`src/rtl/fifo_word_serializer_pkg.sv`:
```
// rtl/fifo_word_serializer_pkg.sv - shared state encoding and beat-count helpers for word serializers
//
// Purpose: holds the serializer state encoding and the derived beat-count /
// beat-index-width constants so a matching upstream deserializer can reuse them.
// Ports: none (package).

package fifo_word_serializer_pkg;

  typedef enum logic {
    IDLE = 1'b0,   // no word held
    SEND = 1'b1    // word held, beats outstanding
  } ser_state_t;

  localparam int DEF_MSBD = 63;
  localparam int DEF_MSBO = 15;

  // Beats per word for a given word MSB and beat MSB.
  function automatic int beats_of(input int msbd, input int msbo);
    return (msbd + 1) / (msbo + 1);
  endfunction

  // Width of a beat index; at least one bit even for a single-beat word.
  function automatic int idx_width(input int beats);
    return (beats <= 2) ? 1 : $clog2(beats);
  endfunction

  localparam int BEATS = beats_of(DEF_MSBD, DEF_MSBO);
  localparam int IDXW  = idx_width(BEATS);

endpackage

```
`src/rtl/fifo_word_serializer.sv`:
```
// rtl/fifo_word_serializer.sv - pops FIFO words and emits them LSB-first as narrow valid/ready beats
//
// Purpose: drain stage for the shift-register FIFO. Captures the FIFO head word
// on a pop and emits it as BEATS narrower beats with back-pressure.
// Ports:
//   clock      in   single clock, posedge
//   rst        in   asynchronous active-high reset
//   fifoData   in   FIFO head word, valid whenever fifoEmpty=0
//   fifoEmpty  in   FIFO empty flag
//   fifoPop    out  pop request to the FIFO (combinational)
//   beatData   out  current beat (from registered word/index)
//   beatValid  out  beatData is valid
//   beatLast   out  current beat is the last of its word
//   beatReady  in   consumer accepts the beat on beatValid & beatReady
//   busy       out  a word is held

import fifo_word_serializer_pkg::*;

module fifo_word_serializer #(
  parameter int MSBD = 63,
  parameter int MSBO = 15
) (
  input  logic          clock,
  input  logic          rst,
  input  logic [MSBD:0] fifoData,
  input  logic          fifoEmpty,
  output logic          fifoPop,
  output logic [MSBO:0] beatData,
  output logic          beatValid,
  output logic          beatLast,
  input  logic          beatReady,
  output logic          busy
);

  localparam int NBEATS = beats_of(MSBD, MSBO);
  localparam int IW     = idx_width(NBEATS);
  localparam int BW     = MSBO + 1;
  localparam logic [IW-1:0] LAST_IDX = IW'(NBEATS - 1);

  ser_state_t    state_q, state_d;
  logic [MSBD:0] word_q, word_d;
  logic [IW-1:0] idx_q, idx_d;
  logic          accept;
  logic          at_last;
  logic          pop;

  assign accept  = (state_q == SEND) & beatReady;
  assign at_last = (idx_q == LAST_IDX);

  always_ff @(posedge clock or posedge rst) begin
    if (rst) begin
      state_q <= IDLE;
      word_q  <= '0;
      idx_q   <= '0;
    end else begin
      state_q <= state_d;
      word_q  <= word_d;
      idx_q   <= idx_d;
    end
  end

  always_comb begin
    state_d = state_q;
    word_d  = word_q;
    idx_d   = idx_q;
    // A new word is taken either from IDLE or in the same cycle the last beat
    // of the current word is accepted, so back-to-back words have no bubble.
    pop     = ~fifoEmpty & ((state_q == IDLE) | (accept & at_last));
    if (pop) begin
      word_d  = fifoData;
      idx_d   = '0;
      state_d = SEND;
    end else if (accept) begin
      if (at_last) begin
        state_d = IDLE;
      end else begin
        idx_d = idx_q + IW'(1);
      end
    end
  end

  // Held low during reset so the FIFO never loses a word the block cannot keep.
  assign fifoPop   = pop & ~rst;

  assign beatData  = word_q[idx_q*BW +: BW];
  assign beatValid = (state_q == SEND);
  assign beatLast  = (state_q == SEND) & at_last;
  assign busy      = (state_q == SEND);

endmodule

```
`config.mk`:
```
export PLATFORM = sky130hd
export DESIGN_NAME = fifo_word_serializer
export DESIGN_NICKNAME = d
export VERILOG_FILES = /design/src/rtl/fifo_word_serializer_pkg.sv /design/src/rtl/fifo_word_serializer.sv
export SDC_FILE = /design/constraint.sdc
export NUM_CORES = 1
export LEC_CHECK = 0
export BUFFER_PORTS_ARGS = -buffer_cell sky130_fd_sc_hd__buf_2
export CORE_MARGIN = 5
export CORE_UTILIZATION = 52
export CTS_BUF_LIST = sky130_fd_sc_hd__clkbuf_4 sky130_fd_sc_hd__clkbuf_8 sky130_fd_sc_hd__clkbuf_16
export DETAILED_ROUTE_END_ITERATION = 6
export GPL_TIMING_DRIVEN = 0
export PLACE_DENSITY = 0.83
export SLEW_MARGIN = 20
export SYNTH_ARGS = -nofsm -noshare
export SYNTH_HDL_FRONTEND = slang
export SYNTH_SLANG_ARGS = --single-unit
export TNS_END_PERCENT = 10
```
`constraint.sdc`:
```
create_clock -name clock -period 2.72 [get_ports clock]
set_input_delay 0.408 -clock clock [delete_from_list [all_inputs] [get_ports clock]]
set_output_delay 0.408 -clock clock [all_outputs]
set_load 0.005 [all_outputs]
```
==> results.yml <==
cts:
  clockBufferDepth: 2
  path_clk_slew_ps: 70
  cts_tree: "yes"
  clk_latency_ps: 330
  cts_repair_resize_count: 0
  htreeDepth: 3
  post_cts_buffers: 0
  hold_buffers: 0
  cts.sinks: 67
  root_buffer: "clkbuf_8"
  cts_buffers: 9
global_route:
  grt_pass1_vias: 2126
  track_usage_pct: 19.2
  grt_pass1_wl_um: 10800
  grt_max_degree: 47
  antenna_found_initial: 0
  grt_overflow_total: 0
cells_and_area:
  stdcell_count: 351
  fin_nets: 340
  drive_above_1_share_pct: 71.7
  n_antenna_cell: 0
  areaGrowthSynthToFinish_pct: 24.5
detailed_routing:
  viasPerCell: 5.28
  firstDrtPassIters: 4
  drcViolationCount: 0
  vias: 1852
  drt.antenna.violating_nets: 0
  drt_iter0_drc: 46
  drt-total-wl_um: 6930
  avgRoutedWirePerCell_um: 19.7
critical_path:
  path_common_cell: "buf_2"
  reg2regPathDepth: 5
  crit_slowest_cell: "buf_2"
  worstPathMaxFanout: 10
  slowest_delay_ps: 360
  critical_path_required_ps: 2310
  crit_path_end_kind: "primary output"
  crit_type: "reg -> out"
  arrival_ps: 1810
  path_cells: "buf_2, buf_2, mux4_2, buf_2"
  worst_setup_path_start_kind: "flop"
sta:
  clock_skew_ps: 3.99
  rsz0062_at_grt: "false"
  worst_pin_slew_ps: 318
  period_share_pct: 81.5
  drv_slew: 0
  finalSetupViolCount: 0
  hold_viol: 0
  max_freq_mhz: 451
  period_minus_slack_ps: 2220
  relSlewSlack_pct: 78.8
  holdWs_ps: 41.6
  fin_setup_tns_ps: 0
placement:
  dpl.cell_count: 335
  port_buffers: 87
  hpwl_um: 5070
  routabilityCongestion: 0.742
floorplanning:
  design.core.area_um2: 5960
  dieArea_um2: 7830
  start_util_pct: 53.8
  design.portCount: 88
  core.rowCount: 28
  die_y_um: 88.5
  die_w_um: 88.5
yosys:
  seq_area_frac_synth_pct: 52.3
  syn_area_um2: 3210
  ys.warnings.count: 0
  synth_edf_count: 0
  postSynthCellCount: 172
  ys.flop_type: "dfrtp_1"
  async_flop_share_pct: 100
  avgSynthCellArea_um2: 18.6
  syn_nets: 241
  synth.top_cell.area_share_pct: 52.3
  yosys.area.top_type: "dfrtp_1"
  synth_seq_cells: 67
  ys_types: 19
  synthTopCellsByArea: "dfrtp_1, mux2_4, mux4_2"
power:
  power_frac_clock_pct: 19.4
  internal_power_uw: 3370
  switchingPower_uw: 1310
  seqPwrFrac_pct: 37.9
  powerDensity_nw_per_um2: 1170
  combPwrFrac_pct: 42.7
  power_leakage_uw: 0.00194
  p_total_uw: 4680
  swShare_pct: 28.0
  ir_drop_uv: 579
worst_hold_path:
  hold_path.class: "in -> async"
flow_run:
  drv_cap: 0
run_status:
  status: "completed"
-- placed cells by master (no fill, tap or decap), drive strengths merged, types with 2 or more instances in the layout --
cell type / instances
clkinvlp: 2
mux2: 64
inv: 3
mux4: 16
dfrtp: 67
buf: 99
clkbuf: 10
clkinv: 2
bufinv: 2
-- cell families (layout without fill, tap and decap cells) --
| group | Yosys count | count (layout) | share of synthesized area [%] |
|---|---|---|---|
| AO/OA/AOI/OAI | 4 | 4 | 1.33 |
| adder cells (fa/ha/maj) | 1 | 1 | 0.390 |
| buffers and inverters | 14 | 118 | 3.59 |
| flip-flops | 67 | 67 | 52.3 |
| multiplexers | 80 | 80 | 40.7 |
| AND/OR/NAND/NOR | 6 | 6 | 1.64 |
-- per-layer routing --
metal	up-vias	track usage [%]	routed length (µm)
met4	0	3.98	47
met5	-	0	0
met1	948	25.1	3050
met3	7	7.36	533
li1	830	-	-
met2	67	31.0	3290
-- cell type report --
class / instances / area, µm²
Multi-Input combinational cell: 91 / 1410
Clock buffer: 10 / 138
Clock inverter: 6 / 88.8
Buffer: 11 / 104
Tap cell: 75 / 93.8
Timing Repair Buffer: 88 / 463
Sequential cell: 67 / 1680
Fill cell: 429 / 1960
Inverter: 3 / 13.8
-- power by group through the flow --
stage	Combinational (µW)	Sequential, µW	Clock, µW
after global routing	2150	1830	980
after floorplan	1520	1680	0
final	2000	1780	911
after global placement	1960	1750	0
after detailed placement	2020	1780	0
after CTS	2030	1770	937
-- critical path, delay by kind of cell, from the launching register on --
kind,cells,cell delay (ps)
multiplexers,1,360
flip-flops,1,350
buffers and inverters,3,770
-- stage by stage --
step,util (%),worst slack (ps),area (µm²)
final,67.0,503,3990
after global placement,62.7,-133,3730
after floorplan,-,629,3210
after detailed placement,63.2,857,3760
after CTS,67.0,476,3990
after global routing,67.0,378,3990
-- sequential cells by signal (all words and copies together), names as in the netlist --
register   count
word_q        64
idx_q          2
beatValid      1
-- worst paths after layout --
path                            slack [ps]      endpoint         start
worst max-delay path                   500  beatData[14]      idx_q[1]
worst min-delay path                    40    word_q[31]           rst
min in group clock                     300    word_q[31]  fifoData[31]
max in group asynchronous             2170     word_q[7]           rst
worst max register to register        1120    word_q[22]      idx_q[0]
worst min register to register         510    word_q[25]    word_q[25]
-- Yosys cell counts (2+ instances only) --
cell	number
mux2_2	4
buf_2	2
buf_6	7
mux2_4	60
inv_1	3
mux4_2	16
buf_4	2
dfrtp_1	67
Power figures use the tool's default switching activity.
